<file path="src/rtl/if_id_buffer.sv">
// if_id_buffer: 2-entry IF/ID skid buffer with HALT tracking, branch flush and pc_stop back-pressure.
// Optional macro IF_ID_STATS_EN adds saturating stall_cycles / flushed_entries counters.
module if_id_buffer #(
    parameter int                DATA_W      = 16,
    parameter int                ADDR_W      = 16,
    parameter logic [3:0]        HALT_OPCODE = 4'hF,
    parameter logic [DATA_W-1:0] NOP_INSTR   = '0
) (
    input  logic              clock,
    input  logic              reset,
    input  logic              if_valid,
    input  logic [DATA_W-1:0] if_instruction,
    input  logic [ADDR_W-1:0] if_instruction_address,
    input  logic [ADDR_W-1:0] if_adder_result_address,
    output logic              if_pc_stop,
    input  logic              id_ready,
    output logic              id_valid,
    output logic [DATA_W-1:0] id_instruction,
    output logic [ADDR_W-1:0] id_pc,
    output logic [ADDR_W-1:0] id_pc_plus2,
    input  logic              flush,
    output logic              halted
`ifdef IF_ID_STATS_EN
    ,
    output logic [15:0]       stall_cycles,
    output logic [15:0]       flushed_entries
`endif
);
    localparam logic [1:0] RUN          = 2'd0;
    localparam logic [1:0] HALT_PENDING = 2'd1;
    localparam logic [1:0] HALTED       = 2'd2;

    logic [DATA_W-1:0] instr_q [2];
    logic [ADDR_W-1:0] pc_q    [2];
    logic [ADDR_W-1:0] pc2_q   [2];
    logic [1:0]        state_q, state_d, count_q, count_d;
    logic              rd_q, rd_d, wr_q, wr_d;
    logic              push, pop, is_halt;

    assign if_pc_stop     = (count_q == 2'd2) || (state_q != RUN);
    assign id_valid       = count_q != 2'd0;
    assign halted         = state_q == HALTED;
    assign push           = if_valid && !if_pc_stop;
    assign pop            = id_valid && id_ready;
    assign is_halt        = if_instruction[DATA_W-1 -: 4] == HALT_OPCODE;
    assign id_instruction = id_valid ? instr_q[rd_q] : NOP_INSTR;
    assign id_pc          = id_valid ? pc_q[rd_q] : '0;
    assign id_pc_plus2    = id_valid ? pc2_q[rd_q] : '0;

    // Once HALT is queued no more pushes happen, so the last entry to pop is the HALT.
    always_comb begin
        count_d = count_q + {1'b0, push} - {1'b0, pop};
        rd_d    = rd_q ^ pop;
        wr_d    = wr_q ^ push;
        state_d = state_q;
        if (push && is_halt)
            state_d = HALT_PENDING;
        else if (state_q == HALT_PENDING && pop && count_q == 2'd1)
            state_d = HALTED;
        if (flush) begin
            count_d = '0;
            rd_d    = 1'b0;
            wr_d    = 1'b0;
            state_d = RUN;
        end
    end

    always_ff @(posedge clock) begin
        if (reset) begin
            state_q <= RUN;
            count_q <= '0;
            rd_q    <= 1'b0;
            wr_q    <= 1'b0;
        end else begin
            state_q <= state_d;
            count_q <= count_d;
            rd_q    <= rd_d;
            wr_q    <= wr_d;
        end
    end

    always_ff @(posedge clock) begin
        if (push && !flush) begin
            instr_q[wr_q] <= if_instruction;
            pc_q[wr_q]    <= if_instruction_address;
            pc2_q[wr_q]   <= if_adder_result_address;
        end
    end

`ifdef IF_ID_STATS_EN
    logic [15:0] stall_q, flushed_q;
    logic [16:0] stall_sum, flushed_sum;

    assign stall_sum       = {1'b0, stall_q} + 17'(if_valid && if_pc_stop && state_q == RUN);
    assign flushed_sum     = {1'b0, flushed_q} + (flush ? 17'(count_q) + 17'(push) : 17'd0);
    assign stall_cycles    = stall_q;
    assign flushed_entries = flushed_q;

    always_ff @(posedge clock) begin
        if (reset) begin
            stall_q   <= '0;
            flushed_q <= '0;
        end else begin
            stall_q   <= stall_sum[16] ? 16'hFFFF : stall_sum[15:0];
            flushed_q <= flushed_sum[16] ? 16'hFFFF : flushed_sum[15:0];
        end
    end
`endif
endmodule

</file>
<file path="config.mk">
export PLATFORM = sky130hd
export DESIGN_NAME = if_id_buffer
export DESIGN_NICKNAME = d
export VERILOG_FILES = /design/src/rtl/if_id_buffer.sv
export SDC_FILE = /design/constraint.sdc
export NUM_CORES = 1
export LEC_CHECK = 0
export ABC_CLOCK_PERIOD_IN_PS = 5250
export CORE_AREA = 2 2 101 103
export CTS_CLUSTER_DIAMETER = 40
export DETAILED_ROUTE_END_ITERATION = 10
export DIE_AREA = 0 0 103 105
export GPL_TIMING_DRIVEN = 0
export PLACE_DENSITY_LB_ADDON = 0.15
export SYNTH_ARGS = -nofsm -noshare
export SYNTH_HDL_FRONTEND = slang
export SYNTH_SLANG_ARGS = --single-unit
</file>
<file path="constraint.sdc">
create_clock -name clock -period 5.25 [get_ports clock]
set_input_delay 1.3125 -clock clock [delete_from_list [all_inputs] [get_ports clock]]
set_output_delay 1.3125 -clock clock [all_outputs]
set_load 0.02 [all_outputs]
</file>
## Yosys cells after proc, flatten, opt, wreduce, memory -nomap -nowiden

Memory sizes are Yosys's and may differ from the RTL's. A register that Yosys moved wholly into a read port is not among the register bits.
Cells that the tools add are included.

| cells by class | value |
|---|---|
| add/subtract/negate cells | 2 |
| equality and inequality tests | 5 |
| multiplexer cells | 10 |
| bitwise gates (word level) | 2 |
| reduce and logical (&&, ||, !) cells | 14 |

Operators with widths:

| kind | number |
|---|---|
| 2-to-1 mux 16 bit | 3 |
| 2-to-1 mux 1 bit | 7 |
| logical AND 1 bit | 6 |
| nonzero test 2 bit | 3 |
| == test 2 x 1 -> 1 bit, second input constant | 2 |
| == test 2 bit, second input constant | 2 |
| == test 4 bit, second input constant | 1 |
| OR reduction 3 bit | 1 |
| adder 2 x 1 -> 2 bit | 1 |
| zero test 1 bit | 2 |
| OR reduction 2 bit | 1 |
| subtractor 2 x 1 -> 2 bit | 1 |
| XOR 1 bit | 2 |
| logical OR 1 bit | 1 |

| storage, ports and cells | value |
|---|---|
| flip-flop bits (word level) | 6 |
| RAM bits | 96 |
| input bits | 53 |
| output and inout port bits | 51 |
| logic and storage cells | 41 |
| memories kept | 3 |

Memories:

| memory | depth | width | read ports | clocked after memory_dff | wr ports | line | source |
|---|---|---|---|---|---|---|---|
| instr_q | 2 | 16 | 1 | 1 | 1 | 33 | `logic [DATA_W-1:0] instr_q [2];` |
| pc2_q | 2 | 16 | 1 | 1 | 1 | 35 | `logic [ADDR_W-1:0] pc2_q [2];` |
| pc_q | 2 | 16 | 1 | 1 | 1 | 34 | `logic [ADDR_W-1:0] pc_q [2];` |

## Longest topological paths before layout

Gate-level depths: netlist (run 1).

| logic depth | value |
|---|---|
| word-level depth | 7 |
| mapped depth | 8 |

## Least setup slack after synthesis (run 1)

Ideal clock, no wire load.

| timing path | value |
|---|---|
| path kind | input to register |
| start | input port if_valid |
| end | memory instr_q[1][0] (enable) |
| arrival time | 4.980 ns |
| data required time | 4.727 ns |
| setup slack | -0.252 ns |
| stages | 2 |
| path buffers | 0 |
| cell sequence | o211ai_4 -> nor3b_1 |

| on the way | value |
|---|---|
| cells in the longest elaborated chain, start to end | 4 |

Ends and longest elaborated chain:

| what | line | source |
|---|---|---|
| start: declaration | 11 | `input logic if_valid,` |
| logical AND 1 bit | 43 | `assign push = if_valid && !if_pc_stop;` |
| logical AND 1 bit | 83 | `if (push && !flush) begin` |
| 2-to-1 mux 1 bit | 83 |  |
| 2-to-1 mux 1 bit (implied by the code) | 84 | `instr_q[wr_q] <= if_instruction;` |
| end: declaration | 33 |  |

Every way passes these cells.

## Final worst setup path (run 1)

| timing path | value |
|---|---|
| start | register count_q[0] |
| end | output port id_pc_plus2[10] |

| on the way | value |
|---|---|
| cells in the longest elaborated chain, start to end | 2 |

Ends and longest elaborated chain:

| what | line | source |
|---|---|---|
| start: declaration | 36 | `logic [1:0] state_q, state_d, count_q, count_d;` |
| start signal: assignment | 76 | `count_q <= count_d;` |
| nonzero test 2 bit | 41 | `assign id_valid = count_q != 2'd0;` |
| 2-to-1 mux 16 bit | 48 | `assign id_pc_plus2 = id_valid ? pc2_q[rd_q] : '0;` |
| end: declaration | 20 | `output logic [ADDR_W-1:0] id_pc_plus2,` |

Every way passes these cells.

==> results of run 1 <==
==> placed cells by master (no fill, tap or decap), types with 2 or more instances in the layout <==
cell,n
sky130_fd_sc_hd__clkdlybuf4s50_1,103
sky130_fd_sc_hd__buf_8,3
sky130_fd_sc_hd__inv_1,5
sky130_fd_sc_hd__dfxtp_1,6
sky130_fd_sc_hd__mux2i_1,49
sky130_fd_sc_hd__nor2_2,2
sky130_fd_sc_hd__nor3_1,2
sky130_fd_sc_hd__buf_6,8
sky130_fd_sc_hd__nor2_1,50
sky130_fd_sc_hd__clkbuf_8,9
sky130_fd_sc_hd__xnor2_1,2
sky130_fd_sc_hd__ha_1,2
sky130_fd_sc_hd__buf_4,3
sky130_fd_sc_hd__edfxtp_1,96
sky130_fd_sc_hd__buf_2,3
sky130_fd_sc_hd__inv_6,2
==> layout make-up <==
cell class,count,area share
inverters,5,0.00340
clock buffers,9,0.0224
flip-flops and latches,102,0.544
repair buffers,111,0.207
well taps,133,0.0301
multi-input cells,122,0.159
clock inverters,7,0.0143
plain buffers,11,0.0193
==> stage by stage <==
step | utilization | hold slack [ns] | instance area (sq um) | std cells | TNS (ns)
after CTS | 0.573 | 0.512 | 5520 | 500 | 0
after floorplan | - | 0.453 | 4000 | 240 | 0
final | 0.573 | 0.512 | 5520 | 500 | 0
after detailed placement | 0.552 | 0.499 | 5320 | 484 | 0
after global routing | 0.573 | 0.548 | 5520 | 500 | 0
after global placement | 0.539 | 0.462 | 5190 | 476 | -138.46
==> flip-flops by register name (all words and copies together) (netlist names) <==
signal / flops
wr_q: 1
instr_q: 32
rd_q: 1
count_q: 2
pc2_q: 32
state_q: 2
pc_q: 32
==> per-layer routing <==
layer / vias up / track usage
met5: - / 0
met1: 1118 / 0.168
li1: 1121 / -
met3: 11 / 0.0375
met4: 0 / 0.0602
met2: 57 / 0.243
==> critical path, stage by stage (launching register included) <==
cell	delay, ns
sky130_fd_sc_hd__dfxtp_1	0.50
sky130_fd_sc_hd__nor2_2	0.10
sky130_fd_sc_hd__buf_6	0.16
sky130_fd_sc_hd__buf_6	0.14
sky130_fd_sc_hd__nor2_1	0.10
sky130_fd_sc_hd__clkdlybuf4s50_1	0.61
==> power by group through the flow <==
stage | clock network [W] | logic (W) | registers (W)
after floorplan | 0 | 0.0000952 | 0.000945
after global placement | 0 | 0.000204 | 0.000947
after detailed placement | 0 | 0.000216 | 0.000944
after CTS | 0.000518 | 0.000217 | 0.000925
after global routing | 0.000549 | 0.000228 | 0.000927
final | 0.000501 | 0.000212 | 0.000925
==> kinds of logic after synthesis <==
family / count (synthesis) / share of synthesized area
buffers and inverters: 16 / 0.0313
muxes: 49 / 0.123
DFF: 102 / 0.752
xor gates and xnor gates: 3 / 0.00658
adders and majority gates: 2 / 0.00627
AOI/OAI and AO/OA: 6 / 0.0157
and+or+nand+nor: 62 / 0.0649
==> worst paths after layout <==
kind | startpoint | end | slack (ns) | cells after the start
hold reg to reg | wr_q | wr_q | 0.51 | 2
setup / recovery | count_q[0] | id_pc_plus2[10] | 1.97 | 5
setup reg to reg | state_q[0] | pc2_q[0][13] | 3.14 | 6
hold / removal | wr_q | wr_q | 0.51 | 2
==> Implementation_results.wiki, run 1 <==
{| class="wikitable"
! Metric !! Value
|-
| Post-synth cell types || 28
|-
| Post-CTS setup repair buffer count || 0
|-
| Final worst path period share || 0.625
|-
| Total grt overflow || 0
|-
| Yosys top cell by area || sky130_fd_sc_hd__edfxtp_1
|-
| Netlist area before placement || 0.00399 sq mm
|-
| Worst max-slew margin expressed relative to the limit || 0.494
|-
| Clock latency on the worst-skew pair || between 0.3 and 0.4 ns
|-
| Detailed placement HPWL || 5200 um
|-
| Share of the yosys chip area belonging to registers || 0.752
|-
| Post-synthesis instance total || 240
|-
| Clock tree root buffer cell || sky130_fd_sc_hd__clkbuf_8
|-
| Cell with the most instances after synthesis || sky130_fd_sc_hd__edfxtp_1
|-
| Count of flip-flops with a built-in enable after synthesis || 96
|-
| Routed length on met2 || 3810 um
|-
| Nets@finish || around 420
|-
| Area of combinational cells with multiple inputs || 880 sq um
|-
| Overall die height || between 100 and 150 um
|-
| Maximum clock frequency || slightly above 0.3 GHz
|-
| Overall power || between 0.0015 and 0.002 W
|-
| Transition time at the pin with the least slew margin || 0.755 ns
|-
| Top FF cell, synth || sky130_fd_sc_hd__edfxtp_1
|-
| Placeable core region || 0.00964 sq mm
|-
| Total of warnings raised by yosys || 0
|-
| Tot GR Track Use || 0.143
|-
| Fill cell instance count of the final layout || 811
|-
| Max-cap check violation count || 0
|-
| Maximum number of pins on one net before global-route repair || 19
|-
| Peak supply drop || approximately 0.12 mV
|-
| Switching power of the nets || approximately 0.00039 W
|-
| Worst slack, placed || 1.72 ns
|-
| Count of input and output buffers || between 100 and 150
|-
| Met1 layer wirelength in the final routing || approximately 3200 um
|-
| Sequential fraction of design power || 0.565
|-
| CP Data Arrival Time || 1.97 ns
|-
| Clock tree buffer depth || 2
|-
| Area delta synth->final || 38.3%
|-
| RSZ-0062 raised after global routing || false
|-
| Level count of the clock H-tree || 3
|-
| CTS tree || built
|-
| Max Slew Vio Count || 0
|-
| Cts repair resizes || 0
|-
| Die extent in x || 103 um
|-
| Type of element launching the critical path || flop
|-
| Sequential cell area in the final layout || approximately 0.0030 sq mm
|-
| Count of nets left with antenna violations after detail routing || 0
|-
| Minimum clock period after layout || 3.28 ns
|-
| Switching power share of the total || 0.235
|-
| Number of placement rows || 36
|-
| Static Leak || approximately 1.8 nW
|-
| Setup slack of the critical path after layout || 1.97 ns
|-
| Setup violation total in the final timing report || 0
|-
| Number of buffers inserted during clock tree synthesis || 9
|-
| Post-synth top area share || 0.722
|-
| Internal power contribution || approximately 0.0013 W
|-
| Die area || between 0.01 and 0.015 sq mm
|-
| Synthesis-stage register bit count || around 100
|-
| Clock edge transition at the registers on the reported setup and hold paths || 0.10 ns
|-
| Number of sinks on the clock net || slightly above 100
|-
| Power Dens Cells || ~300 mW/mm^2
|-
| Post-Route WL || around 7500 um
|-
| Final Wtd Congestion || 0.697
|-
| Highest fanout seen on the critical path || 10
|-
| Antenna violations before repair || 0
|-
| Initial Util || 0.414
|-
| Remaining DRCs || 0
|-
| Relative contribution of combinational cells to total power || 0.129
|-
| Routed wire per std cell || roughly 15 um
|-
| Data required time of the worst path || ~4 ns
|-
| Dominant cells by area after synthesis || sky130_fd_sc_hd__edfxtp_1, sky130_fd_sc_hd__mux2i_1, sky130_fd_sc_hd__nor2_1
|-
| Diode count || 0
|-
| Async SR Flop Fraction || 0
|-
| Highest signal layer in the routed design || met4
|-
| Result of the run || complete, no violations
|-
| Most instantiated cells after synthesis || sky130_fd_sc_hd__edfxtp_1, sky130_fd_sc_hd__nor2_1, sky130_fd_sc_hd__mux2i_1
|-
| Hold buffers post-CTS || 0
|-
| Global-route wire length before repair || approximately 12000 um
|-
| Worst Hold Class || flop to flop
|-
| Detailed-route via count || 2307
|-
| Worst Skew || 0.0126 ns
|-
| Kind of end point of the critical path || primary output
|-
| Top-level I/O count || 104
|-
| Detailed-router iteration count before antenna repair || 4
|-
| Synth Net Count || 295
|-
| Drt via density || approximately 4.6
|-
| Share of post-route cells with drive strength above 1 || 0.109
|-
| Total met3 wirelength after detailed routing || 391 um
|-
| Part of the total power dissipated in the clock network || 0.306
|-
| Violation count after the first detailed-route iteration || 54
|-
| Crit Path Category || flop to primary output
|-
| Syn_area_per_cell || 16.6 sq um
|-
| Number of global-route vias before repair || 2384
|-
| Number of hold violations in the final report || 0
|}
Note: power is estimated with default switching activity, not from simulation.
==> run 2: changes to the inputs <==
--- a/config.mk
+++ b/config.mk
@@ -5,7 +5,7 @@
 export SDC_FILE = /design/constraint.sdc
 export NUM_CORES = 1
 export LEC_CHECK = 0
-export ABC_CLOCK_PERIOD_IN_PS = 5250
+export ABC_CLOCK_PERIOD_IN_PS = 2900
 export CORE_AREA = 2 2 101 103
 export CTS_CLUSTER_DIAMETER = 40
 export DETAILED_ROUTE_END_ITERATION = 10
==> constraint.sdc (replaced) <==
create_clock -name clock -period 2.9 [get_ports clock]
set_input_delay 0.725 -clock clock [delete_from_list [all_inputs] [get_ports clock]]
set_output_delay 0.725 -clock clock [all_outputs]
set_load 0.02 [all_outputs]
==> Implementation_results.wiki, run 2 (same netlist as run 1, synthesis figures left out) <==
{| class="wikitable"
! Metric !! Value
|-
| Result of the run || complete, no violations
|-
| Detailed-router iteration count before antenna repair || 4 (unchanged)
|-
| Number of cells on the worst reg-to-reg path || 5 (-1)
|-
| Post-CTS setup repair buffer count || 0 (unchanged)
|-
| Worst path top cell family by delay || buffers and inverters
|-
| Worst Hold Class || flop to flop
|-
| Worst max-slew margin expressed relative to the limit || 0.372 (-0.122)
|-
| Max-cap check violation count || 0 (unchanged)
|-
| Reg-to-reg slack, setup || 0.78 ns (-2.36 ns)
|-
| Detailed-route via count || 2287 (-0.87%)
|-
| Library cell contributing the largest single delay on the critical path || sky130_fd_sc_hd__clkdlybuf4s50_1
|-
| Hold buffers post-CTS || 0 (unchanged)
|-
| Maximum clock frequency || 0.378 GHz
|-
| Kind of end point of the critical path || primary output
|-
| Number of buffers inserted during clock tree synthesis || 9 (unchanged)
|-
| Static Leak || 1.80 nW (about the same)
|-
| Count of input and output buffers || 103 (unchanged)
|-
| Total grt overflow || 0 (unchanged)
|-
| Clock tree root buffer cell || sky130_fd_sc_hd__clkbuf_8
|-
| Hold Startpoint || wr_q
|-
| Nets@finish || 414 (-0.72%)
|-
| Minimum clock period after layout || approximately 2.6 ns
|-
| Die area || 0.0108 sq mm (unchanged)
|-
| Level count of the clock H-tree || 3 (unchanged)
|-
| Setup violation total in the final timing report || 0 (unchanged)
|-
| Clock latency on the worst-skew pair || 0.35 ns (about the same)
|-
| Count of nets left with antenna violations after detail routing || 0 (unchanged)
|-
| Delay of the slowest cell on the worst path || 0.60 ns (about the same)
|-
| Initial Util || 0.414 (unchanged)
|-
| Data required time of the worst path || 2.17 ns (-1.77 ns)
|-
| CTS tree || built
|-
| Antenna violations before repair || 0 (unchanged)
|-
| Clock tree buffer depth || 2 (unchanged)
|-
| Area delta synth->final || 38.8%
|-
| Cts repair resizes || 0 (unchanged)
|-
| Transition time at the pin with the least slew margin || 0.940 ns (+0.184 ns)
|-
| Number of global-route vias before repair || 2311 (-3.1%)
|-
| Number of placement rows || 36 (unchanged)
|-
| Highest-count cells in the layout ignoring fill and taps || sky130_fd_sc_hd__clkdlybuf4s50_1, sky130_fd_sc_hd__edfxtp_1, sky130_fd_sc_hd__nor2_1, sky130_fd_sc_hd__mux2i_1, sky130_fd_sc_hd__clkbuf_8
|-
| Final non-filler cell total || 497 (-0.60%)
|-
| Remaining DRCs || 0 (unchanged)
|-
| Max Slew Vio Count || 0 (unchanged)
|-
| Violation count after the first detailed-route iteration || 36 (-33%)
|-
| Number of hold violations in the final report || 0 (unchanged)
|-
| Type of element launching the critical path || flop
|-
| Area after DPL || 0.00534 sq mm (+0.33%)
|-
| Global-route wire length before repair || 11400 um (-1.3%)
|-
| Top-level I/O count || 104 (unchanged)
|-
| Final Wtd Congestion || 0.728 (+4.4%)
|-
| Summed area of non-filler cells in the final layout || 0.00554 sq mm (+0.34%)
|-
| Routed wire per std cell || 14.6 um (-2.4%)
|-
| Highest fanout seen on the critical path || 10 (unchanged)
|-
| Number of sinks on the clock net || 102 (unchanged)
|-
| Dominant cell type by count on the critical path || sky130_fd_sc_hd__buf_6
|-
| Die extent in x || 103 um (unchanged)
|-
| Maximum number of pins on one net before global-route repair || 18 (-1)
|-
| Number of buffers and inverters on the critical path || 3 (unchanged)
|-
| Worst hold path endpoint || wr_q
|-
| Endpoint of the most critical register-to-register path || pc_q[0][0]
|-
| RSZ-0062 raised after global routing || false
|-
| Overall die height || 105 um (unchanged)
|-
| Tot GR Track Use || 0.141 (-0.00155)
|-
| Placeable core region || 0.00964 sq mm (unchanged)
|-
| Ordered list of cells on the worst path || nor2_2 -> buf_6 -> buf_6 -> nor2_1 -> clkdlybuf4s50_1
|-
| Most common cell after layout, fill and taps aside || sky130_fd_sc_hd__clkdlybuf4s50_1
|-
| CP Data Arrival Time || 1.92 ns (-0.05 ns)
|-
| Placed insts || 481 (-0.62%)
|-
| Detailed placement HPWL || 5000 um (-3.9%)
|-
| Crit Path Category || flop to primary output
|-
| Worst Skew || 0.00568 ns (-0.00687 ns)
|-
| Number of cells on the worst hold path || 2 (unchanged)
|-
| Post-Route WL || 7270 um (-3.0%)
|-
| Reg-to-Reg Start || state_q[0]
|-
| Overall power || 0.00297 W (+81%)
|-
| Registers with the most flip-flops || instr_q: 32 flops, pc2_q: 32 flops, pc_q: 32 flops
|-
| Peak supply drop || 0.274 mV (+130%)
|-
| Power Dens Cells || 536 mW/mm^2 (+81%)
|-
| Share of post-route cells with drive strength above 1 || 0.0934 (-0.0156)
|-
| Drt via density || 4.60 (-0.27%)
|-
| Clock edge transition at the registers on the reported setup and hold paths || 0.09 ns (about the same)
|-
| Final worst path period share || 0.913
|-
| Final core utilization || 0.575 (+0.00195)
|-
| Diode count || 0 (unchanged)
|}
run 2: changes by cell type in the layout (fill, tap and decap cells not counted):
cell | previous run | this run
sky130_fd_sc_hd__clkinvlp_4 | 1 | 0
sky130_fd_sc_hd__nor3_2 | 1 | 0
sky130_fd_sc_hd__nor3_4 | 0 | 1
sky130_fd_sc_hd__clkinv_1 | 1 | 3
sky130_fd_sc_hd__inv_6 | 2 | 0
sky130_fd_sc_hd__clkinv_2 | 0 | 1
sky130_fd_sc_hd__clkbuf_1 | 0 | 1
sky130_fd_sc_hd__buf_8 | 3 | 2
sky130_fd_sc_hd__buf_6 | 8 | 3
sky130_fd_sc_hd__inv_8 | 1 | 0
sky130_fd_sc_hd__buf_16 | 1 | 4
sky130_fd_sc_hd__bufinv_16 | 1 | 2
sky130_fd_sc_hd__clkinv_4 | 1 | 0
run 2: worst register-to-register path: stages, from the launching register on:
cell	delay, ns
sky130_fd_sc_hd__dfxtp_1	0.35
sky130_fd_sc_hd__nor2_2	0.17
sky130_fd_sc_hd__o211ai_4	0.15
sky130_fd_sc_hd__nor3_4	0.74
sky130_fd_sc_hd__buf_16	0.25
sky130_fd_sc_hd__buf_16	0.17
run 2: power by group:
part	internal, W	total [W]	switching [W]
registers	0.00166	0.00167	0.0000133
clock network	0.000477	0.000909	0.000432
logic	0.000199	0.000386	0.000187
run 2: worst max path at each step:
stage               startpoint               to  depth (start not counted)
floorplan             if_valid    instr_q[1][0]                          2
global placement      if_valid      pc_q[1][13]                          3
detailed placement       flush       pc_q[0][6]                          4
CTS                 count_q[0]   id_pc_plus2[7]                          5
global route        count_q[0]  id_pc_plus2[10]                          5
finish              count_q[0]  id_pc_plus2[12]                          5
run 2: layout make-up:
class / instances / area [sq um]
multi-input cells: 122 / 886
well taps: 133 / 166
clock inverters: 6 / 76.3
inverters: 5 / 18.8
clock buffers: 10 / 128
fillers: 812 / 4100
plain buffers: 11 / 106
repair buffers: 108 / 1160
flip-flops and latches: 102 / 3000
run 2: layer usage:
metal / wire [um] / part of all wire / up-vias / GRT usage
met2: 3610 / 0.50 / 56 / 0.228
met1: 3200 / 0.44 / 1105 / 0.179
met5: 0 / 0 / - / 0
met4: 123 / 0.017 / 0 / 0.0677
met3: 332 / 0.046 / 8 / 0.0288
li1: - / - / 1118 / -
run 2: stage by stage:
| step | hold WS [ns] | setup WS, ns | setup TNS (ns) |
|---|---|---|---|
| after floorplan | 0.493 | 0.325 | 0 |
| after global placement | 0.502 | -1.03 | -91.83 |
| after detailed placement | 0.519 | -0.0811 | -1.37 |
| after CTS | 0.532 | 0.198 | 0 |
| after global routing | 0.565 | 0.0812 | 0 |
| final | 0.524 | 0.253 | 0 |
==> run 3: changes to the inputs <==
--- a/config.mk
+++ b/config.mk
@@ -6,10 +6,10 @@
 export NUM_CORES = 1
 export LEC_CHECK = 0
 export ABC_CLOCK_PERIOD_IN_PS = 2900
-export CORE_AREA = 2 2 101 103
+export CORE_AREA = 2 2 105 107
 export CTS_CLUSTER_DIAMETER = 40
 export DETAILED_ROUTE_END_ITERATION = 10
-export DIE_AREA = 0 0 103 105
+export DIE_AREA = 0 0 107 109
 export GPL_TIMING_DRIVEN = 0
 export PLACE_DENSITY_LB_ADDON = 0.15
 export SYNTH_ARGS = -nofsm -noshare
==> Implementation_results.wiki, run 3 (same netlist as run 1, synthesis figures left out) <==
{| class="wikitable"
! Metric !! Value
|-
| Result of the run || complete, no violations
|-
| Detailed-router iteration count before antenna repair || 4 (unchanged)
|-
| Power Dens Cells || 530 mW/mm^2 (-1.1%)
|-
| Clock edge transition at the registers on the reported setup and hold paths || 0.09 ns (about the same)
|-
| Final core utilization || 0.523 (-0.0519)
|-
| Final worst path period share || 0.939 (+0.0257)
|-
| Switching power share of the total || 0.228 (+0.0149)
|-
| Reg-to-Reg Start || state_q[0]
|-
| Number of global-route vias before repair || 2248 (-2.7%)
|-
| Max Slew Vio Count || 0 (unchanged)
|-
| Overall power || 0.00294 W (-1.0%)
|-
| Sequential fraction of design power || 0.570 (+0.006)
|-
| Count of nets left with antenna violations after detail routing || 0 (unchanged)
|-
| Clock tree buffer depth || 2 (unchanged)
|-
| Worst max-slew margin expressed relative to the limit || 0.640 (+0.268)
|-
| Placeable core region || 0.0106 sq mm (+10%)
|-
| Die extent in x || 107 um (+3.9%)
|-
| Maximum clock frequency || 0.367 GHz (-2.7%)
|-
| Antenna violations before repair || 0 (unchanged)
|-
| CTS tree || built
|-
| Worst Skew || 0.0100 ns (+0.00433 ns)
|-
| Detailed-route via count || 2271 (-0.70%)
|-
| Maximum number of pins on one net before global-route repair || 19 (+1)
|-
| Transition time at the pin with the least slew margin || 0.540 ns (-0.400 ns)
|-
| Number of sinks on the clock net || 102 (unchanged)
|-
| Drt via density || 4.50 (-2.3%)
|-
| Crit Path Category || flop to primary output
|-
| Overall die height || 109 um (+3.8%)
|-
| Share of post-route cells with drive strength above 1 || 0.104 (+0.0107)
|-
| Clock tree root buffer cell || sky130_fd_sc_hd__clkbuf_8
|-
| Level count of the clock H-tree || 3 (unchanged)
|-
| Registers with the most flip-flops || instr_q: 32 flops, pc2_q: 32 flops, pc_q: 32 flops
|-
| Part of the total power dissipated in the clock network || 0.298 (-0.008)
|-
| Final Wtd Congestion || 0.727 (-0.14%)
|-
| Routed wire per std cell || 14.3 um (-2.0%)
|-
| Top-level I/O count || 104 (unchanged)
|-
| Remaining DRCs || 0 (unchanged)
|-
| Diode count || 0 (unchanged)
|-
| Cts repair resizes || 0 (unchanged)
|-
| Static Leak || 1.79 nW (-0.11%)
|-
| Total grt overflow || 0 (unchanged)
|-
| Worst setup path start || count_q[0]
|-
| Nets@finish || 415 (+0.24%)
|-
| Final-layout worst hold slack || 0.536 ns (+0.0119 ns)
|-
| Number of cells on the worst hold path || 2 (unchanged)
|-
| Max-cap check violation count || 0 (unchanged)
|-
| RSZ-0062 raised after global routing || false
|-
| Highest fanout seen on the critical path || 10 (unchanged)
|-
| Number of cells on the worst reg-to-reg path || 5 (unchanged)
|-
| Violation count after the first detailed-route iteration || 68 (+89%)
|-
| Initial Util || 0.376 (-0.0376)
|-
| Count of input and output buffers || 103 (unchanged)
|-
| Global-route wire length before repair || 11100 um (-2.8%)
|-
| Total Negative Setup Slacks || 0 ns (unchanged)
|-
| Summed area of non-filler cells in the final layout || 0.00554 sq mm (about the same)
|-
| Area delta synth->final || 38.9% (about the same)
|-
| Relative contribution of combinational cells to total power || 0.132 (+0.002)
|-
| Post-Route WL || 7240 um (-0.41%)
|-
| Detailed placement HPWL || 5020 um (+0.47%)
|-
| Highest-count cells in the layout ignoring fill and taps || sky130_fd_sc_hd__clkdlybuf4s50_1, sky130_fd_sc_hd__edfxtp_1, sky130_fd_sc_hd__nor2_1, sky130_fd_sc_hd__mux2i_1, sky130_fd_sc_hd__clkbuf_8
|-
| Worst Hold Class || flop to flop
|-
| Post-CTS setup repair buffer count || 0 (unchanged)
|-
| Area after DPL || 0.00535 sq mm (+0.21%)
|-
| Setup violation total in the final timing report || 0 (unchanged)
|-
| Hold buffers post-CTS || 0 (unchanged)
|-
| Hold Startpoint || wr_q
|-
| Kind of end point of the critical path || primary output
|-
| Tot GR Track Use || 0.128 (-0.0135)
|-
| Switching power of the nets || 0.000670 W (+5.9%)
|-
| Number of placement rows || 38 (+5.6%)
|-
| Peak supply drop || 0.274 mV (-0.30%)
|-
| Number of hold violations in the final report || 0 (unchanged)
|-
| Minimum clock period after layout || 2.72 ns (+0.0745 ns)
|-
| Data required time of the worst path || 2.17 ns (about the same)
|-
| Type of element launching the critical path || flop
|-
| Internal power contribution || 0.00227 W (-2.9%)
|-
| Number of buffers inserted during clock tree synthesis || 9 (unchanged)
|-
| Most common cell after layout, fill and taps aside || sky130_fd_sc_hd__clkdlybuf4s50_1
|-
| CP Data Arrival Time || 2.00 ns (+0.08 ns)
|-
| Die area || 0.0117 sq mm (+7.8%)
|-
| Clock latency on the worst-skew pair || 0.35 ns (about the same)
|}
==> run 3: power groups by stage <==
stage | combinational (W) | sequential (W) | clock [W]
finish | 0.000388 | 0.00167 | 0.000876
global route | 0.000420 | 0.00168 | 0.000959
CTS | 0.000397 | 0.00167 | 0.000912
detailed placement | 0.000395 | 0.00171 | 0
global placement | 0.000373 | 0.00171 | 0
floorplan | 0.000174 | 0.00171 | 0
==> run 3: metal layers <==
metal / GRT usage / up-vias / part of all wire
met2: 0.206 / 67 / 0.47
met5: 0 / - / 0
met3: 0.0377 / 9 / 0.070
li1: - / 1123 / -
met4: 0.0557 / 0 / 0.013
met1: 0.160 / 1072 / 0.44
==> run 3: stage by stage <==
step	worst slack (ns)	cells
3_3_place_gp	-1.02	483
5_1_grt	0.0595	505
3_5_place_dp	0.259	489
2_1_floorplan	0.325	240
6_report	0.178	505
4_1_cts	0.137	505
==> run 3: worst paths after layout <==
kind                          end  slack, ns
setup reg to reg       pc_q[1][2]       1.03
setup / recovery  id_pc_plus2[13]       0.18
hold / removal               wr_q       0.54
hold reg to reg              wr_q       0.54
==> run 3: area by class of cell <==
cell class,count,area (sq um)
multi-input cells,122,886
fillers,880,5060
well taps,140,175
clock inverters,6,68.8
inverters,5,18.8
repair buffers,109,1160
clock buffers,10,128
flip-flops and latches,102,3000
plain buffers,11,106
==> run 3: critical path, stage by stage (launching register included) <==
cell and delay [ns]:
sky130_fd_sc_hd__dfxtp_1 0.49, sky130_fd_sc_hd__nor2_2 0.11, sky130_fd_sc_hd__buf_6 0.16, sky130_fd_sc_hd__buf_6 0.14, sky130_fd_sc_hd__nor2_1 0.11, sky130_fd_sc_hd__clkdlybuf4s50_1 0.61
